$ cat src/rtl/band_seq_ctrl.sv
// band_seq_ctrl: write/read pointer sequencing for a circular stereo sample
// buffer feeding a bank of band FIRs. Each completed TAPS-sample window
// triggers one read burst of TAPS+1 cycles followed by one GAP cycle that
// marks the FIR sums final.
//
// state | meaning
// IDLE  | no burst running; waiting for a pending window request
// SEQ   | burst in progress, rd_ptr walks the window oldest-first
// GAP   | one-cycle separator, burst_done asserted
module band_seq_ctrl #(
  parameter int DEPTH = 1024,
  parameter int TAPS  = 1021,
  parameter int PTR_W = $clog2(DEPTH)
) (
  input  logic             clk,
  input  logic             rst_n,
  input  logic             wrt_smpl,
  input  logic             clr_buf,
  output logic             wrt_en,
  output logic [PTR_W-1:0] wrt_ptr,
  output logic [PTR_W-1:0] rd_ptr,
  output logic             sequencing,
  output logic             burst_done,
  output logic             overrun
);

  localparam int CNT_W = $clog2(TAPS + 1);
  localparam logic [CNT_W-1:0] TAPS_C  = CNT_W'(TAPS);
  localparam logic [CNT_W-1:0] CNT_ONE = CNT_W'(1);
  localparam logic [PTR_W-1:0] PTR_ONE = PTR_W'(1);

  typedef enum logic [1:0] {IDLE, SEQ, GAP} state_t;

  state_t           state_q, state_d;
  logic [PTR_W-1:0] new_ptr_q, new_ptr_d;
  logic [PTR_W-1:0] old_ptr_q, old_ptr_d;
  logic [PTR_W-1:0] rd_ptr_q, rd_ptr_d;
  logic [CNT_W-1:0] cnt_q, cnt_d;
  logic [CNT_W-1:0] seq_cnt_q, seq_cnt_d;
  logic             pend_q, pend_d;
  logic             seq_q, seq_d;
  logic             done_q, done_d;
  logic             ovr_q, ovr_d;
  logic             wr;
  logic             set_req;
  logic             launch;

  assign wrt_en     = wrt_smpl & ~clr_buf;
  assign wrt_ptr    = new_ptr_q;
  assign rd_ptr     = rd_ptr_q;
  assign sequencing = seq_q;
  assign burst_done = done_q;
  assign overrun    = ovr_q;

  // State register; reset clears everything immediately, aborting any burst.
  always_ff @(posedge clk or negedge rst_n) begin
    if (!rst_n) begin
      state_q   <= IDLE;
      new_ptr_q <= '0;
      old_ptr_q <= '0;
      rd_ptr_q  <= '0;
      cnt_q     <= '0;
      seq_cnt_q <= '0;
      pend_q    <= 1'b0;
      seq_q     <= 1'b0;
      done_q    <= 1'b0;
      ovr_q     <= 1'b0;
    end else begin
      state_q   <= state_d;
      new_ptr_q <= new_ptr_d;
      old_ptr_q <= old_ptr_d;
      rd_ptr_q  <= rd_ptr_d;
      cnt_q     <= cnt_d;
      seq_cnt_q <= seq_cnt_d;
      pend_q    <= pend_d;
      seq_q     <= seq_d;
      done_q    <= done_d;
      ovr_q     <= ovr_d;
    end
  end

  // Window bookkeeping, request handling and burst FSM next-state logic.
  always_comb begin
    state_d   = state_q;
    new_ptr_d = new_ptr_q;
    old_ptr_d = old_ptr_q;
    rd_ptr_d  = rd_ptr_q;
    cnt_d     = cnt_q;
    seq_cnt_d = seq_cnt_q;
    pend_d    = pend_q;
    ovr_d     = ovr_q;
    launch    = 1'b0;
    wr        = wrt_smpl & ~clr_buf;

    // A write into a full window slides its base; the fill count saturates.
    if (wr) begin
      new_ptr_d = new_ptr_q + PTR_ONE;
      if (cnt_q == TAPS_C) begin
        old_ptr_d = old_ptr_q + PTR_ONE;
      end else begin
        cnt_d = cnt_q + CNT_ONE;
      end
    end
    set_req = wr && (cnt_d == TAPS_C);

    case (state_q)
      IDLE: begin
        if (pend_q) launch = 1'b1;
      end
      SEQ: begin
        rd_ptr_d = rd_ptr_q + PTR_ONE;
        if (seq_cnt_q == '0) begin
          state_d = GAP;
        end else begin
          seq_cnt_d = seq_cnt_q - CNT_ONE;
        end
      end
      GAP: begin
        if (pend_q) launch = 1'b1;
        else        state_d = IDLE;
      end
      default: state_d = IDLE;
    endcase

    // Launch reads from the post-slide base, so a same-edge sample is
    // already part of this burst and its request is absorbed here.
    if (launch) begin
      state_d   = SEQ;
      rd_ptr_d  = old_ptr_d;
      seq_cnt_d = TAPS_C;
      pend_d    = 1'b0;
    end else if (set_req) begin
      if (pend_q) ovr_d = 1'b1;
      pend_d = 1'b1;
    end

    if (clr_buf) begin
      state_d   = IDLE;
      new_ptr_d = '0;
      old_ptr_d = '0;
      rd_ptr_d  = '0;
      cnt_d     = '0;
      seq_cnt_d = '0;
      pend_d    = 1'b0;
      ovr_d     = 1'b0;
    end

    seq_d  = (state_d == SEQ);
    done_d = (state_d == GAP);
  end

endmodule

$ cat config.mk
export PLATFORM = sky130hd
export DESIGN_NAME = band_seq_ctrl
export DESIGN_NICKNAME = d
export VERILOG_FILES = /design/src/rtl/band_seq_ctrl.sv
export SDC_FILE = /design/constraint.sdc
export NUM_CORES = 1
export LEC_CHECK = 0
export CORE_MARGIN = 2
export CORE_UTILIZATION = 40
export CTS_CLUSTER_DIAMETER = 200
export DETAILED_ROUTE_END_ITERATION = 10
export PLACE_DENSITY = 0.58
export SKIP_CTS_REPAIR_TIMING = 1
export SLEW_MARGIN = 20
export SYNTH_ARGS = -nofsm -noshare
export SYNTH_HDL_FRONTEND = slang
export SYNTH_SLANG_ARGS = --single-unit
$ cat constraint.sdc
create_clock -name clk -period 2.2 [get_ports clk]
set_input_delay 0.22 -clock clk [delete_from_list [all_inputs] [get_ports clk]]
set_output_delay 0.22 -clock clk [all_outputs]
set_load 0.02 [all_outputs]
# Word level (Yosys, flattened, before mapping)
# Cells that the tools add are included.
word_totals:
  output_inout_bits: 24
  mem_bits_ro: 0
  input_bits: 4
  latchBits: 0
  n_memories: 0
  ram_bits: 0
  regBits: 56
classes:
  n_addsub: 5
  n_lt_le_gt_ge: 0
  div_mod_pow: 0
  n_bitwise: 2
  n_eq_ne: 8
  n_mul: 0
  n_reduce_logical: 11
  muxes: 29
  n_shift: 0
ops:
  columns: ["op", "count"]
  rows:
  - ["$mux 10", 15]
  - ["$add 10x1->10 const B", 4]
  - ["$eq 10x10->1 const B", 2]
  - ["$logic_not 10->1", 1]
  - ["$sub 10x1->10 const B", 1]
  - ["$mux 1", 9]
  - ["$mux 2", 4]
  - ["$pmux 2 s3", 1]
  - ["$reduce_bool 2->1", 3]
  - ["$reduce_bool 3->1", 2]
  - ["$eq 2x1->1 const B", 2]
  - ["$eq 2x2->1 const B", 2]
  - ["$ne 3x3->1 const B", 1]
  - ["$reduce_and 3->1", 1]
  - ["$logic_not 2->1", 1]
  - ["$ne 2x2->1 const B", 1]
  - ["$reduce_and 2->1", 1]
  - ["$reduce_or 2->1", 1]
  - ["$and 1x1->1", 1]
  - ["$logic_and 1x1->1", 1]
  - ["$not 1->1", 1]

# Logic depth before layout (Yosys ltp)
# Gate-level depths: netlist (run 1).
logic_depth:
  word_depth: 8
  ltp_mapped: 9

# Least setup slack after synthesis (run 1)
# Ideal clock, no wire load.
synth_path:
  path_kind: "reg-to-reg"
  start: "register cnt_q[1]"
  end: "register rd_ptr_q[4] (netlist: rd_ptr[4])"
  path_buffers: 1
  stages_incl_launch_ff: 9
  t_arrival_ps: 1919
  synth_period_minus_slack_ps: 2006
  slack_ps: 194
  cell_sequence: "dfrtp_1 inv_1 ha_1 nand3_1 or3_1 buf_6 or3_1 xor2_1 a211oi_2"
synth_via:
  elab_chain_cells: 5
synth_lines:
  columns: ["element", "line_no", "text"]
  rows:
  - ["start, declared", "38", "logic [CNT_W-1:0] cnt_q, cnt_d;"]
  - ["start signal, assigned", "73", "cnt_q <= cnt_d;"]
  - ["$eq 10x10->1", "98", "if (cnt_q == TAPS_C) begin"]
  - ["$mux 10", "98", null]
  - ["$mux 10", "96", "if (wr) begin"]
  - ["$mux 10", "127", "if (launch) begin"]
  - ["$mux 10", "137", "if (clr_buf) begin"]
  - ["end signal, assigned", "72", "rd_ptr_q <= rd_ptr_d;"]
  - ["end, declared", "37", "logic [PTR_W-1:0] rd_ptr_q, rd_ptr_d;"]
# No other way between the ends.
# A chain may end at the register's enable or synchronous reset.

# Final worst setup path (run 1)
layout_path:
  start: "register cnt_q[1]"
  end: "register rd_ptr_q[7] (netlist: rd_ptr[7])"
# The elaborated chain is that of the path after synthesis.

==> flow_metrics.env, run 1 <==
export IMPL_fmax_mhz=497
export IMPL_crit_chain="inv_1 -> ha_1 -> nand3_1 -> or3_4 -> nor3_4 -> nand3_1 -> xor2_1 -> a211oi_2"
export IMPL_grt_total_usage=0.171
export IMPL_synthCells=301
export IMPL_fin_setup_tns_ns=0
export IMPL_maxCapViolCount=0
export IMPL_wirelength_mm=6.22
export IMPL_vias_per_cell=5.18
export IMPL_wl_met2_mm=2.87
export IMPL_nFillCells=686
export IMPL_drt_met1_wl_mm=3.14
export IMPL_rsz0062_at_grt="false"
export IMPL_antenna_found_initial=0
export IMPL_drive_gt1_frac=0.101
export IMPL_fp_dieH_um=89.1
export IMPL_final_nets=354
export IMPL_fin_crit_sh=0.915
export IMPL_netlist_area_um2=2900
export IMPL_synth_seq_area_share=0.484
export IMPL_leakagePower_nw=1.50
export IMPL_outcome="completed"
export IMPL_gr_total_overflow=0
export IMPL_hp_class="in -> reg"
export IMPL_path_clk_slew_ns=0.10
export IMPL_postRouteAntennaNets=0
export IMPL_post_route_cell_area_um2=3470
export IMPL_core_region_area_um2=7140
export IMPL_clock_sinks=56
export IMPL_vias=2300
export IMPL_area_sequential_um2=1400
export IMPL_crit_top_cell="nand3_1"
export IMPL_cpMaxStageDelayCell="dfrtp_1"
export IMPL_routed_top_layer="met4"
export IMPL_critical_path_class="reg -> reg"
export IMPL_routedWlPerCell_um=14.0
export IMPL_cts_inserted_buffers=5
export IMPL_start_kind="flop"
export IMPL_h_tree_depth=2
export IMPL_port_buffer_count=27
export IMPL_async_flop_share=1.00
export IMPL_grt_max_degree=30
export IMPL_diodes=0
export IMPL_grt_pass1_vias=2279
export IMPL_multi_input_area_um2=1430
export IMPL_clkLatencyLatePin_ns=0.32
export IMPL_synth_cell_types=42
export IMPL_start_util=0.406
export IMPL_clock_skew_ns=0.0118
export IMPL_placed_cell_area_um2=3370
export IMPL_die_x_um=89.1
export IMPL_finalHoldViolCount=0
export IMPL_cts_tree="done"
export IMPL_synth_area_per_cell_um2=9.63
export IMPL_clk_path_buf_depth=2
export IMPL_fin_crit_ns=2.01
export IMPL_layout_commonest_cell="dfrtp_1"
export IMPL_synth_net_count=311
export IMPL_power_density_nw_per_um2=499
export IMPL_cp_max_fo=5
export IMPL_drc_errors=0
export IMPL_synth_edf_count=0
export IMPL_yosysWarnings=0
export IMPL_dp_hpwl_mm=4.45
export IMPL_place_congestion=0.877
export IMPL_crit_path_end_kind="flop"
export IMPL_grt_pass1_wl_mm=10.6
export IMPL_setup_viol=0
export IMPL_crit_family="simple AND/OR/NAND/NOR gates"
export IMPL_design_die_area_um2=7940
export IMPL_mostFrequentLayoutCells="56 x dfrtp_1, 47 x nor2_1, 25 x clkdlybuf4s50_1"
export IMPL_drtIter0Drc=82
export IMPL_synth_ff_type="dfrtp_1"
export IMPL_path_buf_inv=1
export IMPL_std_cell_rows=31
export IMPL_peakVddDrop_mv=0.334
export IMPL_detail_route_first_pass_iterations=4
export IMPL_yosys_register_bits=56
export IMPL_max_stage_delay_ns=0.43
export IMPL_io_pins=28
export IMPL_crit_required_ns=2.44
export IMPL_tightest_slew_ns=0.437
export IMPL_cts_root_buf="clkbuf_8"
export IMPL_slew_headroom=0.706
export IMPL_wl_met3_um=137
export IMPL_slew_violations=0
export IMPL_cp_arrival_ns=2.25
export IMPL_area_delta_synth_final_pct=19.9
==> layout make-up <==
| cell class | count | area share |
|---|---|---|
| Clock inverter | 2 | 0.00468 |
| Inverter | 8 | 0.00864 |
| Timing Repair Buffer | 46 | 0.117 |
| Tap cell | 99 | 0.0357 |
| Sequential cell | 56 | 0.403 |
| Multi-Input combinational cell | 227 | 0.410 |
| Clock buffer | 6 | 0.0209 |
==> cell usage after synthesis, drive strengths merged, types with 2 or more instances <==
cell	n	area (um2)
dfrtp	56	1400
nor2	48	188
nand2	23	86.3
xor2	20	175
xnor2	14	123
a21oi	13	65.1
a211oi	12	100
nand3	12	60.1
nand4	12	81.3
nor3	11	66.3
and3	8	50.1
clkbuf	8	30.0
inv	8	30.0
ha	6	75.1
nand2b	6	37.5
and4	4	35.0
nor4	4	25.0
o21ai	4	20.0
or3	4	25.0
mux2i	3	30.0
nor2b	3	18.8
o22ai	3	18.8
a41oi	2	17.5
buf	2	16.3
nor3b	2	15.0
o211ai	2	15.0
==> worst paths after layout <==
path	from	to	slack (ns)	cells past startpoint
max	cnt_q[1]	rd_ptr[7]	0.19	8
min	clr_buf	sequencing	0.28	2
max reg2reg	cnt_q[1]	rd_ptr[7]	0.19	8
min reg2reg	seq_cnt_q[0]	seq_cnt_q[0]	0.53	1
max in group asynchronous	rst_n	old_ptr_q[3]	1.47	3
min in group asynchronous	rst_n	seq_cnt_q[5]	0.42	3
==> power breakdown <==
group          total, W  switching, W  internal, W
sequential      0.00105     0.0000116      0.00104
combinational  0.000112     0.0000711    0.0000410
clock          0.000573      0.000346     0.000227
==> per-stage QoR <==
stage / worst slack [ns] / hold WS, ns / power (W) / utilization / instances
after detailed placement: 0.117 / 0.255 / 0.00118 / 0.472 / 435
final: 0.187 / 0.283 / 0.00173 / 0.487 / 444
after floorplan: 0.194 / -0.0756 / 0.00112 / - / 301
after global placement: 0.153 / 0.255 / 0.00118 / 0.472 / 435
after global routing: 0.00656 / 0.309 / 0.00182 / 0.487 / 444
after CTS: 0.0862 / -0.0979 / 0.00176 / 0.485 / 443
==> state kept, by name, indices dropped and copies added (netlist names) <==
name	cells
wrt_ptr	10
overrun	1
burst_done	1
seq_cnt_q	10
rd_ptr	10
sequencing	1
state_q	2
pend_q	1
cnt_q	10
old_ptr_q	10
==> per-layer routing <==
| metal | GRT usage | vias to the layer above |
|---|---|---|
| li1 | - | 1151 |
| met1 | 0.247 | 1106 |
| met2 | 0.261 | 37 |
| met3 | 0.0323 | 6 |
| met4 | 0.0529 | 0 |
| met5 | 0 | - |
==> kinds of logic (layout without fill, tap and decap cells) <==
group                      after synthesis  in the layout  share of synthesized area
AOI/OAI and AO/OA                       42             42                     0.0993
DFF                                     56             56                      0.484
muxes                                    4              4                     0.0142
xor gates and xnor gates                34             34                      0.103
adders and majority gates                6              6                     0.0259
buffers and inverters                   18             62                     0.0263
and+or+nand+nor                        141            141                      0.248
No activity file was read; power rests on OpenSTA's default activity.
==> run 2: changes to the inputs <==
- CTS_BUF_LIST: unset -> sky130_fd_sc_hd__clkbuf_8
==> flow_metrics.env, run 2 (synthesized netlist as in run 1, its figures left out) <==
export IMPL_fin_crit_sh=0.915
export IMPL_nFillCells=686
export IMPL_clk_path_buf_depth=2
export IMPL_multi_input_area_um2=1430
export IMPL_grt_max_degree=30
export IMPL_area_delta_synth_final_pct=19.9
export IMPL_port_buffer_count=27
export IMPL_drive_gt1_frac=0.101
export IMPL_cts_inserted_buffers=5
export IMPL_fp_dieH_um=89.1
export IMPL_area_sequential_um2=1400
export IMPL_drtIter0Drc=86
export IMPL_dp_hpwl_mm=4.45
export IMPL_fmax_mhz=497
export IMPL_setup_viol=0
export IMPL_stdcell_count=444
export IMPL_internal_power_w=0.00130
export IMPL_maxCapViolCount=0
export IMPL_grt_pass1_wl_mm=10.6
export IMPL_std_cell_rows=31
export IMPL_power_density_nw_per_um2=498
export IMPL_place_congestion=0.877
export IMPL_crit_required_ns=2.44
export IMPL_mostFrequentLayoutCells="56 x dfrtp_1, 47 x nor2_1, 25 x clkdlybuf4s50_1"
export IMPL_swShare=0.248
export IMPL_drc_errors=0
export IMPL_routedWlPerCell_um=14.0
export IMPL_leakagePower_nw=1.50
export IMPL_hp_class="in -> reg"
export IMPL_cts_root_buf="clkbuf_8"
export IMPL_rsz0062_at_grt="false"
export IMPL_peakVddDrop_mv=0.332
export IMPL_tightest_slew_ns=0.437
export IMPL_finalHoldViolCount=0
export IMPL_clock_sinks=56
export IMPL_h_tree_depth=2
export IMPL_diodes=0
export IMPL_layout_commonest_cell="dfrtp_1"
export IMPL_clock_skew_ns=0.0122
export IMPL_die_x_um=89.1
export IMPL_final_nets=354
export IMPL_start_kind="flop"
export IMPL_detail_route_first_pass_iterations=4
export IMPL_clkLatencyLatePin_ns=0.32
export IMPL_post_route_cell_area_um2=3470
export IMPL_fin_crit_ns=2.01
export IMPL_pwr_share_clk=0.329
export IMPL_holdWs_ns=0.283
export IMPL_design_die_area_um2=7940
export IMPL_slew_violations=0
export IMPL_crit_path_end_kind="flop"
export IMPL_outcome="completed"
export IMPL_dp_cells=435
export IMPL_grt_total_usage=0.171
export IMPL_placed_cell_area_um2=3370
export IMPL_vias=2300
export IMPL_start_util=0.406
export IMPL_p_seq_frac=0.606
export IMPL_gr_total_overflow=0
export IMPL_hold_depth=2
export IMPL_cp_max_fo=5
export IMPL_worstRegToRegCells=8
export IMPL_postRouteAntennaNets=0
export IMPL_critical_path_class="reg -> reg"
export IMPL_slew_headroom=0.706
export IMPL_vias_per_cell=5.18
export IMPL_wirelength_mm=6.23
export IMPL_p_sw_w=0.000429
export IMPL_cp_arrival_ns=2.25
export IMPL_combPwrFrac=0.065
export IMPL_core_region_area_um2=7140
export IMPL_grt_pass1_vias=2279
export IMPL_path_clk_slew_ns=0.10
export IMPL_cts_tree="done"
export IMPL_io_pins=28
export IMPL_fin_setup_tns_ns=0
export IMPL_antenna_found_initial=0
[run 2: path summary, 6_finish.rpt]
kind | from | to | slack, ns
worst max-delay path | cnt_q[1] | rd_ptr[7] | 0.19
worst min-delay path | clr_buf | sequencing | 0.28
worst max register to register | cnt_q[1] | rd_ptr[7] | 0.19
worst min register to register | seq_cnt_q[0] | seq_cnt_q[0] | 0.53
max in group asynchronous | rst_n | old_ptr_q[3] | 1.47
min in group asynchronous | rst_n | seq_cnt_q[5] | 0.42
[run 2: metrics by stage]
stage	worst slack (ns)	total power, W	utilization
final	0.187	0.00173	0.487
after global routing	0.00656	0.00181	0.487
after CTS	0.0862	0.00176	0.485
after detailed placement	0.117	0.00118	0.472
after global placement	0.153	0.00118	0.472
after floorplan	0.194	0.00112	-
[run 2: power by group through the flow]
stage	clock, W	sequential [W]	combinational (W)
after global placement	0	0.00107	0.000114
final	0.000569	0.00105	0.000112
after global routing	0.000635	0.00105	0.000129
after detailed placement	0	0.00107	0.000114
after CTS	0.000593	0.00105	0.000114
after floorplan	0	0.00107	0.0000479
[run 2: critical path, cell delays in order, from the launching register on]
cell	delay, ns
dfrtp_1	0.43
inv_1	0.09
ha_1	0.16
nand3_1	0.09
or3_4	0.43
nor3_4	0.24
nand3_1	0.11
xor2_1	0.17
a211oi_2	0.21
[run 2: metal layers]
metal,share of wire,routed length [um],global-route usage
met1,0.50,3140,0.247
met2,0.46,2870,0.261
met3,0.022,137,0.0323
met4,0.012,76,0.0529
met5,0,0,0
[run 2: area by class of cell]
| cell class | count | share of cell area |
|---|---|---|
| Multi-Input combinational cell | 227 | 0.410 |
| Sequential cell | 56 | 0.403 |
| Timing Repair Buffer | 46 | 0.117 |
| Tap cell | 99 | 0.0357 |
| Clock buffer | 5 | 0.0198 |
| Inverter | 8 | 0.00864 |
| Clock inverter | 3 | 0.00576 |
==> run 3: changes to the inputs <==
- CAP_MARGIN: unset -> 10
==> results of run 3 <==
No change in the layout: final DEF, timing and power equal those of run 2.
